<file path="config.mk">
export PLATFORM = sky130hd
export DESIGN_NAME = video_timing_gen
export DESIGN_NICKNAME = d
export VERILOG_FILES = /design/src/rtl/video_timing_pkg.sv /design/src/rtl/video_timing_gen_strobe_gen.sv /design/src/rtl/video_timing_gen.sv
export SDC_FILE = /design/constraint.sdc
export NUM_CORES = 1
export LEC_CHECK = 0
export BUFFER_PORTS_ARGS = -buffer_cell sky130_fd_sc_hd__buf_2
export CORE_MARGIN = 2
export CORE_UTILIZATION = 35
export DETAILED_ROUTE_END_ITERATION = 16
export GPL_TIMING_DRIVEN = 0
export PLACE_DENSITY = 0.64
export SYNTH_ARGS = -nofsm -noshare
export SYNTH_HDL_FRONTEND = slang
export SYNTH_SLANG_ARGS = --single-unit
</file>
<file path="constraint.sdc">
create_clock -name clk -period 4.3 [get_ports clk]
set_input_delay 0.43 -clock clk [delete_from_list [all_inputs] [get_ports clk]]
set_output_delay 0.43 -clock clk [all_outputs]
set_load 0.1 [all_outputs]
</file>
<file path="src/rtl/video_timing_pkg.sv">
// 640x480@60 region lengths and helpers shared by the video path.
package video_timing_pkg;

  localparam int vga_h_active = 640;
  localparam int vga_h_front  = 16;
  localparam int vga_h_sync   = 96;
  localparam int vga_h_back   = 48;
  localparam int vga_v_active = 480;
  localparam int vga_v_front  = 10;
  localparam int vga_v_sync   = 2;
  localparam int vga_v_back   = 33;

  typedef enum logic [1:0] {
    reg_active,
    reg_front,
    reg_sync,
    reg_back
  } region_e;

  function automatic int h_total_of(
    input int act, input int fp, input int sy, input int bp
  );
    return act + fp + sy + bp;
  endfunction

  function automatic int v_total_of(
    input int act, input int fp, input int sy, input int bp
  );
    return act + fp + sy + bp;
  endfunction

  function automatic region_e region_of(
    input int pos, input int act, input int fp, input int sy
  );
    if (pos < act) return reg_active;
    if (pos < act + fp) return reg_front;
    if (pos < act + fp + sy) return reg_sync;
    return reg_back;
  endfunction

endpackage

</file>
<file path="src/rtl/video_timing_gen_strobe_gen.sv">
// Pixel-rate divider: registered strobe, one clk wide,
// high while the divide counter sits at ratio-1.
module strobe_gen #(
  parameter int ratio = 2
) (
  input  logic clk,
  input  logic rst,
  output logic strobe
);

  localparam int w = (ratio > 1) ? $clog2(ratio) : 1;
  localparam logic [w-1:0] last = w'(ratio - 1);

  logic [w-1:0] div_cnt_q, div_cnt_d;
  logic         strobe_q, strobe_d;

  always_comb begin
    div_cnt_d = (div_cnt_q == last) ? '0 : div_cnt_q + w'(1);
    strobe_d  = (div_cnt_d == last);
  end

  always_ff @(posedge clk or posedge rst) begin
    if (rst) begin
      div_cnt_q <= '0;
      strobe_q  <= 1'b0;
    end else begin
      div_cnt_q <= div_cnt_d;
      strobe_q  <= strobe_d;
    end
  end

  assign strobe = strobe_q;

endmodule

</file>
<file path="src/rtl/video_timing_gen.sv">
// Raster counters and registered sync/blank decode for a
// progressive video mode, advanced by a divided pixel strobe.
module video_timing_gen
  import video_timing_pkg::*;
#(
  parameter int clk_mhz   = 50,
  parameter int pixel_mhz = 25,
  parameter int h_active  = vga_h_active,
  parameter int h_front   = vga_h_front,
  parameter int h_sync    = vga_h_sync,
  parameter int h_back    = vga_h_back,
  parameter int v_active  = vga_v_active,
  parameter int v_front   = vga_v_front,
  parameter int v_sync    = vga_v_sync,
  parameter int v_back    = vga_v_back,
  parameter int w_x =
    $clog2(h_total_of(h_active, h_front, h_sync, h_back)),
  parameter int w_y =
    $clog2(v_total_of(v_active, v_front, v_sync, v_back))
) (
  input  logic           clk,
  input  logic           rst,
  output logic           pixel_en,
  output logic [w_x-1:0] x,
  output logic [w_y-1:0] y,
  output logic           hsync,
  output logic           vsync,
  output logic           display_on,
  output logic           line_start,
  output logic           frame_start
);

  localparam int h_total =
    h_total_of(h_active, h_front, h_sync, h_back);
  localparam int v_total =
    v_total_of(v_active, v_front, v_sync, v_back);
  localparam bit ratio_ok = (pixel_mhz > 0) ?
    (clk_mhz >= pixel_mhz && clk_mhz % pixel_mhz == 0) : 1'b0;
  localparam int ratio = ratio_ok ? clk_mhz / pixel_mhz : 1;

  localparam logic [w_x-1:0] x_last = w_x'(h_total - 1);
  localparam logic [w_y-1:0] y_last = w_y'(v_total - 1);

  generate
    if (!ratio_ok) begin : g_bad_ratio
      $error("clk_mhz must be an integer multiple of pixel_mhz");
    end
  endgenerate

  logic           strobe;
  logic [w_x-1:0] x_q, x_d;
  logic [w_y-1:0] y_q, y_d;
  logic           hsync_q, hsync_d;
  logic           vsync_q, vsync_d;
  logic           display_on_q, display_on_d;
  logic           line_start_q, line_start_d;
  logic           frame_start_q, frame_start_d;

  strobe_gen #(
    .ratio (ratio)
  ) u_strobe (
    .clk    (clk),
    .rst    (rst),
    .strobe (strobe)
  );

  always_comb begin
    x_d = x_q;
    y_d = y_q;
    if (strobe) begin
      if (x_q == x_last) begin
        x_d = '0;
        y_d = (y_q == y_last) ? '0 : y_q + w_y'(1);
      end else begin
        x_d = x_q + w_x'(1);
      end
    end
    // Decode from next values so flags line up with x/y.
    line_start_d  = strobe && (x_d == '0);
    frame_start_d = line_start_d && (y_d == '0);
    hsync_d = region_of(int'(x_d), h_active, h_front, h_sync)
              == reg_sync;
    vsync_d = region_of(int'(y_d), v_active, v_front, v_sync)
              == reg_sync;
    display_on_d = (int'(x_d) < h_active) &&
                   (int'(y_d) < v_active);
  end

  always_ff @(posedge clk or posedge rst) begin
    if (rst) begin
      x_q           <= x_last;
      y_q           <= y_last;
      hsync_q       <= 1'b0;
      vsync_q       <= 1'b0;
      display_on_q  <= 1'b0;
      line_start_q  <= 1'b0;
      frame_start_q <= 1'b0;
    end else begin
      x_q           <= x_d;
      y_q           <= y_d;
      hsync_q       <= hsync_d;
      vsync_q       <= vsync_d;
      display_on_q  <= display_on_d;
      line_start_q  <= line_start_d;
      frame_start_q <= frame_start_d;
    end
  end

  assign pixel_en    = strobe;
  assign x           = x_q;
  assign y           = y_q;
  assign hsync       = hsync_q;
  assign vsync       = vsync_q;
  assign display_on  = display_on_q;
  assign line_start  = line_start_q;
  assign frame_start = frame_start_q;

endmodule
</file>
Word level (Yosys, flattened, before mapping)
Cells that the tools add are included.

Register bits after elaboration: 26. Bits in latches: 0. Bits in writable memories: 0. Memory bits (read-only): 0. Bits of input ports: 2. Output and inout bits: 26. Memories: 0.

$add $sub $neg: 3. Multiply operators: 0. Divide/modulo/power cells: 0. $lt $le $gt $ge: 6. Eq/ne operators: 4. Shifts and indexed selects: 0. Muxes and demuxes: 30. Bitwise logic cells: 0. Reduce and logical (&&, ||, !) cells: 5.

Operator list (number): 2-to-1 mux 10 bit (5); less-than comparator 10 bit, second input constant (3); less-than comparator 10 x 9 -> 1 bit, second input constant (3); 2-to-1 mux 2 bit (12); adder 10 x 1 -> 10 bit, second input constant (2); == test 10 bit, second input constant (2); logical NOT 10 bit (2); 2-to-1 mux 1 bit (13); == test 2 bit, second input constant (2); logical AND 1 bit (3); adder 1 bit, second input constant (1).

Depth between registers and ports, before layout
Depth after elaboration: 13. Mapped depth: 8. Gate-level depth less buffers: 8.

Cells and area by module
Synthesis repeated with hierarchy kept, for this count alone.

Cell total of the unflattened synthesis: 178. Area total of the unflattened synthesis: 1657.8 µm².

Modules (own cells, without submodules): video_timing_gen (instances 1, cells each 175, area each 1625.3 µm², sequential area each 638.1 µm²); strobe_gen (instances 1, cells each 3, area each 32.5 µm², sequential area each 25.0 µm²).

Least setup slack after synthesis
Ideal clock, no wire load.

Kind: register -> register. Start: reg, netlist name u_strobe.div_cnt_q. End: reg frame_start_q, in the netlist frame_start. Library setup time: 101 ps. Arrival: 2425 ps. Data required time: 4199 ps. Setup slack: 1774 ps. Cell stages (with the launch flop): 8. Buffers on the path: 1. Clock period less this slack: 2526 ps. Path through: dfrtp_1 -> buf_4 -> and4_1 -> nand4_2 -> or4_1 -> o311ai_1 -> nand4b_1 -> nor4_1.

RTL lines: end signal, assigned (line video_timing_gen.sv:105) `frame_start_q <= frame_start_d;`; end, declared (line video_timing_gen.sv:57) `logic frame_start_q, frame_start_d;`.

Worst setup path in the final report
Start: reg x_q[2], in the netlist x[2]. End: reg frame_start_q, in the netlist frame_start.

Cells in the longest elaborated chain, start to end: 6. Elaborated cells between the ends (all ways): 10. Those cells by class: 1 x add/sub; 1 x eq/ne; 4 x mux; 4 x reduce/logical.

RTL lines: start, declared (line video_timing_gen.sv:51) `logic [w_x-1:0] x_q, x_d;`; start signal, assigned (line video_timing_gen.sv:91) `x_q <= x_last;`; adder 10 x 1 -> 10 bit or == test 10 bit (tied branches) (line video_timing_gen.sv:75, video_timing_gen.sv:71); 2-to-1 mux 10 bit (*) (line video_timing_gen.sv:71) `if (x_q == x_last) begin`; 2-to-1 mux 10 bit (*) (line video_timing_gen.sv:70) `if (strobe) begin`; named net x_d[6] (line video_timing_gen.sv:51); logical NOT 10 bit (*) (line video_timing_gen.sv:79) `line_start_d = strobe && (x_d == '0);`; logical AND 1 bit (*) (line video_timing_gen.sv:79); logical AND 1 bit (*) (line video_timing_gen.sv:80) `frame_start_d = line_start_d && (y_d == '0);`; named net frame_start_d (line video_timing_gen.sv:57).

The timed path passes the listed nets; every way through them passes the cells marked *.

==> metrics.txt <==
met1 global-route usage 22.16%; via count 1413; GR Layer Usage met3 2.639%; global-route wire length before repair 6.506 mm; Antenna Violating Nets Remaining 0; setup_tns 0 ns; GRT Util Overall 15.81%; Rows 24; Sink Count 26; TritonCTS Buffers 3; DR iter-0 viols 121; Crit path arrival time 2.47 ns; Initial Util 36.85%; Async SR Flop Fraction 100.0%; vias in the first global route 1342; Hold WC Path Type primary input to asynchronous set/reset pin; fmax 0.4353 GHz; register area 663.1 um2; worst r2r src x[2]$_DFF_PP1_; Wirelength per Cell 15.03 um; Detailed Place HPWL 2.877 mm; Worst EP required 4.48 ns; ANT cells 0; Die W 72.41 um; input/output buffers 27; minimum clock period 2.298 ns; Syn Nets 180; Ys Warns 0; clock tree buffer depth 2; kind of critical path flop to flop; worst skew pair latency 0.28 ns; synthesized instance count 175; gr ovfl total 0; crit-path most repeated cell nor4_1; CTS resizes 0; Crit. Startpoint x[2]$_DFF_PP1_; Worst path depth 7; register area share after synthesis 40.49%; largest net degree at the start of global routing 27; initial antenna violation count 0; worst path bufs/invs 1; CP endpoint kind flop; clk_skew 0.008015 ns; Post-Route WL 3.878 mm; delay-heaviest family, CP simple AND/OR/NAND/NOR gates; CTS tree done; Hold Fails Final Rpt 0; slowest cell delay on critical path 0.53 ns; Yosys reg bits 26; setup violators final 0; final net count 212; R2R depth 7; GR Layer Usage met2 24.26%; crit path launch type flop; CTS Root Cell clkbuf_8; Max-Slew Margin vs Limit 33.99%; Fill cells 452; hold slack final 0.3691 ns; Die ar. 5242 um2; cell area after synthesis 1638 um2; H-Tree Depth 1; Pre-antenna DRT Iters 4; I/O pin total 28; Mean Syn Cell Area 9.359 um2; reg2reg setup slack 2.00 ns; period utilization 53.43%; Placer Congestion 0.8562; Peak supply drop 102.9 uV; worst slew pin tran 0.9890 ns; ys flop type dfrtp_1; largest area contributor in the netlist dfrtp_1; Non-Filler Instances 258; Die Y 72.41 um; Post-CTS Hold Buffers 0; drt drc 0; number of placed instances, taps included 254; fraction of layout cells with a size suffix above 1 29.13%; Cell Pwr Density 239.9 nW/um2; Leak 0.8638 nW; area growth from synthesis to layout 16.58%; synth top area cells dfrtp_1, dfstp_2, xnor2_1; status finished clean; max-slew violations 0; core area 4444 um2; largest fanout on the critical path 7; Vias/cell 5.477; Crit-path slowest cell dfstp_2; Cell variety after synth 51; setup bufs post-CTS 0; MaxCap Viol Count 0; Yosys top cell area share 24.45%; RSZ-0062 raised after global routing false; clk slew on worst S/H paths 0.10 ns; synth cell count leaders dfrtp_1, nand2_1, o21ai_0, dfstp_2, nor2_1; count leader, synth dfrtp_1; number of synthesized flops with an enable pin 0; worst-path cell chain buf_2, and4_1, nand3_1, xnor2_1, nor4_1, nand4b_1, nor4_1; multi-input logic area 885.9 um2; gr busiest metal met2
## registers in the layout, summed over array words and instances, names as in the netlist
register	cells
u_strobe.div_cnt_q	1
y	10
x	10
line_start	1
frame_start	1
hsync	1
display_on	1
vsync	1
## cells in the final DEF, fill, tap and decap left out, types with 4 or more instances in the layout
cell type and count:
a21oi_1 6, and4_1 4, buf_2 32, dfrtp_1 16, dfstp_2 10, inv_1 7
nand2_1 15, nand3_1 9, nor2_1 10, nor3_1 9, nor4_1 5, o21ai_0 12
xnor2_1 8, xor2_1 5
## power by group
part / leakage (nW) / total, W / switching (W) / internal, W
Clock: 0.0357 / 0.000208 / 0.0000835 / 0.000125
Sequential: 0.318 / 0.000245 / 0 / 0.000245
Combinational: 0.510 / 0.00000505 / 0.00000469 / 0.000000362
Total: 0.864 / 0.000458 / 0.0000882 / 0.000370
## logic make-up (layout without fill, tap and decap cells)
| kind of cell | after synthesis | count (layout) | synth area share [%] |
|---|---|---|---|
| and+or+nand+nor | 75 | 75 | 27.73 |
| xor gates and xnor gates | 13 | 13 | 6.952 |
| AOI/OAI and AO/OA | 39 | 39 | 15.81 |
| buffers and inverters | 17 | 48 | 5.424 |
| muxes | 2 | 2 | 1.299 |
| adders and majority gates | 3 | 3 | 2.292 |
| DFF | 26 | 26 | 40.49 |
## path summary, 6_finish.rpt
check | endpoint
max | frame_start$_DFF_PP0_
min | y[1]$_DFF_PP0_
max reg2reg | frame_start$_DFF_PP0_
min reg2reg | x[8]$_DFF_PP1_
max in group asynchronous | hsync$_DFF_PP0_
min in group clk | x[8]$_DFF_PP1_
## metrics by stage
| step | instance area [um2] | setup slack, ns | total power [W] | util, % |
|---|---|---|---|---|
| floorplan | 1638 | 1.774 | 0.0002528 | - |
| global placement | 1838 | 2.036 | 0.0002548 | 41.36 |
| detailed placement | 1838 | 2.016 | 0.0002549 | 41.36 |
| CTS | 1909 | 1.976 | 0.0004640 | 42.96 |
| global route | 1909 | 1.773 | 0.0004753 | 42.96 |
| finish | 1909 | 2.003 | 0.0004581 | 42.96 |
## layer usage
| layer | vias to the layer above | part of all wire, % |
|---|---|---|
| li1 | 711 | - |
| met1 | 659 | 47 |
| met2 | 39 | 47 |
| met3 | 4 | 4.7 |
| met4 | 0 | 1.2 |
| met5 | - | 0 |
## area by class of cell
class,instances,share of cell area (%)
timing repair buffer,27,7.077
sequential,26,34.73
tap,52,3.408
clock inverter,1,1.573
inverter,7,1.376
multi-input combinational,132,46.40
buffer,10,3.277
clock buffer,3,2.163
No activity file was read; power rests on OpenSTA's default activity.
